**src/rtl/register_lanes_if.sv**
```systemverilog
// Bus bundle for register_lanes: parallel/serial load controls plus register state.
//   lane_in   : parallel data, lane k at [(k+1)*W-1 : k*W]
//   load      : per-lane parallel load enable
//   ser_start : request a serial fill
//   ser_valid : ser_in carries a lane word this cycle
//   ser_in    : serial lane word
//   out       : register contents
//   busy      : serial fill in progress
//   done      : one-cycle pulse after a serial fill completes
//   parity    : per-lane XOR (only with REGISTER_LANES_PARITY_EN)
// Optional feature macro: REGISTER_LANES_PARITY_EN
interface register_lanes_if #(
  parameter int unsigned N     = 32,
  parameter int unsigned LANES = 4
);
  localparam int unsigned W = N / LANES;

  logic [N-1:0]     lane_in;
  logic [LANES-1:0] load;
  logic             ser_start;
  logic             ser_valid;
  logic [W-1:0]     ser_in;
  logic [N-1:0]     out;
  logic             busy;
  logic             done;
`ifdef REGISTER_LANES_PARITY_EN
  logic [LANES-1:0] parity;

  modport master (
    output lane_in, load, ser_start, ser_valid, ser_in,
    input  out, busy, done, parity
  );

  modport slave (
    input  lane_in, load, ser_start, ser_valid, ser_in,
    output out, busy, done, parity
  );
`else
  modport master (
    output lane_in, load, ser_start, ser_valid, ser_in,
    input  out, busy, done
  );

  modport slave (
    input  lane_in, load, ser_start, ser_valid, ser_in,
    output out, busy, done
  );
`endif

endinterface

```
**src/rtl/register_lanes.sv**
```systemverilog
// register_lanes: N-bit register split into LANES lanes of W bits, loaded either
// per lane in parallel (IDLE) or by a serial fill from lane LANES-1 down to lane 0.
// Ports:
//   clk     : sole clock, rising edge
//   clear_n : asynchronous active-low reset
//   bus     : register_lanes_if.slave (see interface file for signal list)
// Optional feature macro: REGISTER_LANES_PARITY_EN adds a registered per-lane
// XOR output (bus.parity); without it the parity port and logic are absent.
module register_lanes #(
  parameter int unsigned N     = 32,
  parameter int unsigned LANES = 4
) (
  input  logic           clk,
  input  logic           clear_n,
  register_lanes_if.slave bus
);

  localparam int unsigned W  = N / LANES;
  localparam int unsigned PW = $clog2(LANES);

  typedef enum logic [0:0] {
    IDLE = 1'b0,
    FILL = 1'b1
  } state_t;

  state_t        r_state;
  state_t        w_state_nxt;
  logic [PW-1:0] r_ptr;
  logic [PW-1:0] w_ptr_nxt;
  logic [N-1:0]  r_reg;
  logic [N-1:0]  w_reg_nxt;
  logic          r_done;
  logic          w_done_nxt;

  // State, pointer, register and done pulse.
  always_ff @(posedge clk or negedge clear_n) begin
    if (!clear_n) begin
      r_state <= IDLE;
      r_ptr   <= '0;
      r_reg   <= '0;
      r_done  <= 1'b0;
    end else begin
      r_state <= w_state_nxt;
      r_ptr   <= w_ptr_nxt;
      r_reg   <= w_reg_nxt;
      r_done  <= w_done_nxt;
    end
  end

  // Next-state and next-register logic.
  always_comb begin
    w_state_nxt = r_state;
    w_ptr_nxt   = r_ptr;
    w_reg_nxt   = r_reg;
    w_done_nxt  = 1'b0;
    unique case (r_state)
      IDLE: begin
        // Parallel load still applies on the edge that starts a fill.
        for (int unsigned k = 0; k < LANES; k++) begin
          if (bus.load[k]) begin
            w_reg_nxt[k*W +: W] = bus.lane_in[k*W +: W];
          end
        end
        if (bus.ser_start) begin
          w_state_nxt = FILL;
          w_ptr_nxt   = PW'(LANES - 1);
        end
      end
      FILL: begin
        // load/ser_start ignored here; ser_valid low stalls everything.
        if (bus.ser_valid) begin
          w_reg_nxt[int'(r_ptr)*W +: W] = bus.ser_in;
          if (r_ptr == '0) begin
            w_state_nxt = IDLE;
            w_done_nxt  = 1'b1;
          end else begin
            w_ptr_nxt = r_ptr - PW'(1);
          end
        end
      end
      default: begin
        w_state_nxt = IDLE;
      end
    endcase
  end

  assign bus.out  = r_reg;
  assign bus.busy = (r_state == FILL);
  assign bus.done = r_done;

`ifdef REGISTER_LANES_PARITY_EN
  logic [LANES-1:0] r_parity;
  logic [LANES-1:0] w_parity_nxt;

  // Parity is taken from the next register value so it tracks the lane edge-for-edge.
  always_comb begin
    w_parity_nxt = '0;
    for (int unsigned k = 0; k < LANES; k++) begin
      w_parity_nxt[k] = ^w_reg_nxt[k*W +: W];
    end
  end

  always_ff @(posedge clk or negedge clear_n) begin
    if (!clear_n) begin
      r_parity <= '0;
    end else begin
      r_parity <= w_parity_nxt;
    end
  end

  assign bus.parity = r_parity;
`endif

endmodule

```
**src/flat_wrapper.sv**
```systemverilog
// flat-port wrapper written by rule: the top's interface ports become plain ports
module register_lanes_flat 
#(
  parameter int unsigned N     = 32,
  parameter int unsigned LANES = 4
)
  (clk, clear_n, bus_lane_in, bus_load, bus_ser_start, bus_ser_valid, bus_ser_in, bus_out, bus_busy, bus_done);
  register_lanes_if #(.N(N), .LANES(LANES)) bus_i ();
  input  logic clk;
  input  logic clear_n;
  input wire logic [$bits(bus_i.lane_in)-1:0] bus_lane_in;
  input wire logic [$bits(bus_i.load)-1:0] bus_load;
  input wire logic [$bits(bus_i.ser_start)-1:0] bus_ser_start;
  input wire logic [$bits(bus_i.ser_valid)-1:0] bus_ser_valid;
  input wire logic [$bits(bus_i.ser_in)-1:0] bus_ser_in;
  output wire logic [$bits(bus_i.out)-1:0] bus_out;
  output wire logic [$bits(bus_i.busy)-1:0] bus_busy;
  output wire logic [$bits(bus_i.done)-1:0] bus_done;
  assign bus_i.lane_in = bus_lane_in;
  assign bus_i.load = bus_load;
  assign bus_i.ser_start = bus_ser_start;
  assign bus_i.ser_valid = bus_ser_valid;
  assign bus_i.ser_in = bus_ser_in;
  assign bus_out = bus_i.out;
  assign bus_busy = bus_i.busy;
  assign bus_done = bus_i.done;
  register_lanes #(.N(N), .LANES(LANES)) u_core (.clk(clk), .clear_n(clear_n), .bus(bus_i));
endmodule
```
**config.mk**
```make
export PLATFORM = sky130hd
export DESIGN_NAME = register_lanes_flat
export DESIGN_NICKNAME = d
export VERILOG_FILES = /design/src/rtl/register_lanes_if.sv /design/src/rtl/register_lanes.sv /design/src/flat_wrapper.sv
export SDC_FILE = /design/constraint.sdc
export NUM_CORES = 1
export LEC_CHECK = 0
export BUFFER_PORTS_ARGS = -buffer_cell sky130_fd_sc_hd__buf_2
export CORE_MARGIN = 2
export CORE_UTILIZATION = 35
export DETAILED_ROUTE_END_ITERATION = 8
export SLEW_MARGIN = 20
export SYNTH_ARGS = -nofsm -noshare
export SYNTH_HDL_FRONTEND = slang
export SYNTH_SLANG_ARGS = --single-unit
```
**constraint.sdc**
```tcl
create_clock -name clk -period 4.8 [get_ports clk]
set_input_delay 0.96 -clock clk [delete_from_list [all_inputs] [get_ports clk]]
set_output_delay 0.96 -clock clk [all_outputs]
set_load 0.01 [all_outputs]
```
[After elaboration in Yosys (flattened, before gate mapping)]
Index checks and enable logic that the tools add are counted.
Storage, ports and cells
  input bits: 48
  register bits after elaboration: 36
  output and inout bits: 34
  word-level logic and storage cells: 43
Cells by class
  multiplexer cells: 18
  bitwise logic cells: 1
  reduce and logical (&&, ||, !) cells: 6
  add/sub/neg operators: 2
  equal/unequal tests: 7
  shift-type cells: 2
Operator list (count)
  $pmux W32 S2: 1
  $neg A5 Y34: 1
  $shift A8 B34 Y32 const A: 1
  $shiftx A8 B34 Y32: 1
  $bwmux W32: 1
  $mux W32: 1
  $mux W8: 4
  $ne A2 B2 Y1 const B: 7
  $reduce_and A2 Y1: 4
  $mux W1: 6
  $mux W2: 3
  $pmux W2 S2: 1
  $reduce_and A3 Y1: 1
  $logic_not A2 Y1: 1
  $pmux W1 S2: 1
  $sub A2 B1 Y2 const B: 1
  $not A1 Y1: 1

[Logic depth before layout (Yosys ltp)]
  word-level depth: 5
  mapped depth: 8
  mapped depth without buffers: 5

[Least setup slack after synthesis]
OpenSTA, ideal clock, no wires.
  path kind: input -> register
  start point: input bus_ser_valid
  end point: register u_core.r_ptr[1]
  required time: 4.723 ns
  path slack: 3.119 ns
  library setup time: 0.077 ns
  buffers on the path: 0
  arrival time: 1.603 ns
  stages: 3
  cells stage by stage: nor2b_1 > mux2_2 > a21oi_1
Between the ends
  longest elaborated chain between the ends: 2
RTL lines
  start, declared: RTL line flat_wrapper.sv:14  | input wire logic [$bits(bus_i.ser_valid)-1:0] bus_ser_valid;
  $ne A2 B2 Y1 (no line)
  $reduce_and A3 Y1 (no line)
  end signal, assigned: RTL line register_lanes.sv:44  | r_ptr <= w_ptr_nxt;
  end, declared: RTL line register_lanes.sv:28  | logic [PW-1:0] r_ptr;
Every way passes these cells.
A chain may end at the register's enable or synchronous reset.

[Final worst setup path]
  start point: register u_core.r_state (netlist: u_core.bus.busy)
  end point: output bus_busy
RTL lines
  start, declared: RTL line register_lanes.sv:26  | state_t r_state;
  start signal, assigned: RTL line register_lanes.sv:43  | r_state <= w_state_nxt;
  end, declared: RTL line flat_wrapper.sv:17  | output wire logic [$bits(bus_i.busy)-1:0] bus_busy;
No word-level cell between the ends.

==> impl_metrics.yaml <==
critical_path:
  crit_fanout: 18
  path_class: "register to output port"
  required_ps: 3840
  path_buf_inv: 1
  cp_top_family: "flip-flops"
  cpMaxStageDelayCell: "dfrtp_1"
  reg2reg_depth: 5
  crit_path_max_incr_delay_ps: 740
  arrival_ps: 1270
  rr_startpoint: "u_core.r_ptr[0]$_DFFE_PN0P_"
  worstSetupStartpointType: "register"
  cp-end-kind: "output port"
  r2r-end: "u_core.bus.out[2]$_DFFE_PN0P_"
  r2r_setup_slack_ps: 2610
  path_cells: "buf_2"
yosys:
  synth_edf_count: 0
  synth_nets: 239
  yosys_warnings: 0
  syn_inst: 186
  synth_area_leader_cell: "dfrtp_1"
  ys_seq_area_share_pct: 46.0
  synth_top_area_share_pct: 46.0
  ys.flop_type: "dfrtp_1"
  ys_async_sr_fraction_pct: 100
  synthTopCellsByArea: "dfrtp_1 (46%), a2bb2oi_1 (14%), o21ai_0 (8.2%)"
  yosysMostFrequentCell: "dfrtp_1"
  synth-seq-cells: 36
  synthDistinctLibCells: 28
  syn-cell-area_sq_um: 1960
  synthTopCellsByCount: "dfrtp_1 (36), o21ai_0 (32), a2bb2oi_1 (31), or3_1 (16), nand2b_1 (9)"
  syn_area_per_cell_sq_um: 10.5
sta:
  finalSetupTns_ps: 0
  fin_crit_sh_pct: 46.5
  rsz0062_at_grt: "false"
  finClkSkew_ps: 3.28
  worst_slew_pin_slew_ps: 813
  max_freq_mhz: 448
  drv_slew: 0
  max-slew-margin-rel_pct: 45.8
  hold_ws_ps: 535
  finalSetupViolCount: 0
  fin_crit_ps: 2230
  hold_violations: 0
global_routing:
  antenna_found_initial: 0
  grt_pass1_vias: 1683
  overflow: 0
  grt_usage_pct: 17.6
  grt_first_pass_wirelength_mm: 8.37
  grt_max_degree: 37
place:
  hpwl_mm: 3.94
  gp_congestion: 0.788
  port_buffers: 81
detailed_routing:
  met2_length_mm: 2.31
  top_layer: "met4"
  wl_mm: 5.23
  vias: 1724
  post_drt_wl_per_cell_microns: 15.6
  drc: 0
  ant_nets: 0
  dr.pass1.iters: 4
  detail_route.vias_per_cell: 5.13
  wl_met3_microns: 305
  drt-met1-wl_mm: 2.54
  drt-initial-drc-count: 59
cells_and_area:
  nets: 316
  area_delta_synth_final_pct: 25.8
  diodes: 0
  multi_input_area_sq_um: 970
  fillCellCount: 547
  drive_above_1_share_pct: 39.0
  regArea_sq_um: 901
cts:
  path_clk_slew_ps: 70
  worstSkewPairLatency_ps: 280
  cts_made_buffers: 5
  cts.htree.levels: 2
  post-cts-setup-buffer-count: 0
  cts-resized-gates: 0
  cts.path.max_buffers: 2
  tritoncts: "yes"
  root_buffer: "clkbuf_8"
  cts_hold_buf: 0
  clock_sinks: 36
die:
  die_x_microns: 78.8
  die-height_microns: 78.8
  initial_core_util_pct: 36.0
  die_area_sq_um: 6210
  num_rows: 27
  core_sq_um: 5440
  pin_count: 82
min_path:
  hold_path_end: "u_core.bus.out[18]$_DFFE_PN0P_"
  hold_path_class: "register to register"
  min_delay_path_depth: 1
  min-delay-start: "u_core.bus.out[18]$_DFFE_PN0P_"
job:
  cap_violations: 0
power_and_ir_drop:
  finalPower_mw: 1.64
  power_density_nw_per_um2: 664
  peakVddDrop_uv: 218
  p_leak_nw: 1.13
status:
  run_status: "finished clean"
[how the worst max path moves through the flow]
stage | start | slack, ps | cells after the start | to
after floorplan | bus_ser_valid | 3120 | 3 | u_core.r_ptr[1]$_DFFE_PN0P_
after global placement | u_core.r_ptr[0]$_DFFE_PN0P_ | 2750 | 5 | u_core.bus.out[7]$_DFFE_PN0P_
after detailed placement | u_core.r_ptr[0]$_DFFE_PN0P_ | 2700 | 5 | u_core.bus.out[2]$_DFFE_PN0P_
after CTS | u_core.bus.busy$_DFF_PN0_ | 2550 | 1 | bus_busy
after global routing | u_core.r_ptr[0]$_DFFE_PN0P_ | 2450 | 5 | u_core.bus.out[7]$_DFFE_PN0P_
final | u_core.bus.busy$_DFF_PN0_ | 2570 | 1 | bus_busy
[final cells by class]
cell class / instances / share of cell area, %
inverter: 2 / 0.305
tap: 72 / 3.66
timing repair buffer: 81 / 16.5
multi-input combinational: 137 / 39.4
clock buffer: 8 / 3.66
sequential: 36 / 36.6
[flip-flops by register name, summed over array words and instances (netlist names)]
signal and count:
u_core.bus.busy 1, u_core.r_ptr 2, u_core.bus.out 32, u_core.bus.done 1
[kinds of logic (layout without fill, tap and decap cells)]
group / count (synthesis) / in the layout / synth area share, %
simple gates: 64 / 64 / 22.0
compound gates: 66 / 66 / 23.3
buf+inv: 13 / 91 / 4.47
flops: 36 / 36 / 46.0
mux: 1 / 1 / 0.575
xor+xnor: 1 / 1 / 0.447
fa+ha+maj: 5 / 5 / 3.19
[placed cells by master, fill, tap and decap left out]
| master | Yosys | final |
|---|---|---|
| a2bb2oi_2 | 1 | 1 |
| clkbuf_1 | 1 | 2 |
| nand2b_1 | 9 | 9 |
| nand4_1 | 8 | 8 |
| a21oi_1 | 2 | 2 |
| dfrtp_1 | 36 | 36 |
| ha_1 | 5 | 5 |
| a2bb2oi_1 | 31 | 31 |
| nand2_2 | 4 | 4 |
| clkbuf_8 | 0 | 6 |
| nor3_1 | 2 | 2 |
| xnor2_1 | 1 | 1 |
| buf_2 | 4 | 81 |
| nand3_1 | 8 | 8 |
| and3b_1 | 1 | 1 |
| inv_1 | 2 | 2 |
| nand2_1 | 1 | 1 |
| nand2b_2 | 2 | 2 |
| nor2b_1 | 2 | 2 |
| nand2_4 | 1 | 1 |
| nand3_2 | 4 | 4 |
| o21ai_0 | 32 | 32 |
| nor2_1 | 2 | 2 |
| mux2_2 | 1 | 1 |
| nand2b_4 | 3 | 3 |
| and3_1 | 1 | 1 |
| or3_1 | 16 | 16 |
[power breakdown]
| group | switching, mW | total, mW | internal [mW] | leakage [nW] |
|---|---|---|---|---|
| Clock | 0.103 | 0.220 | 0.117 | 0.0455 |
| Sequential | 0.119 | 0.581 | 0.462 | 0.416 |
| Combinational | 0.440 | 0.836 | 0.395 | 0.666 |
[layer usage]
layer / up-vias / GRT usage, %
met5: - / 0
li1: 856 / -
met4: 0 / 5.79
met1: 809 / 24.3
met3: 7 / 4.43
met2: 52 / 26.9
[per-stage QoR]
stage	std cells	cell area [sq um]	util (%)	setup WS, ps
after floorplan	186	1960	-	3120
after global placement	328	2370	43.6	2750
after detailed placement	328	2370	43.6	2700
after CTS	336	2460	45.3	2550
after global routing	336	2460	45.3	2450
final	336	2460	45.3	2570
Note: power is estimated with default switching activity, not from simulation.
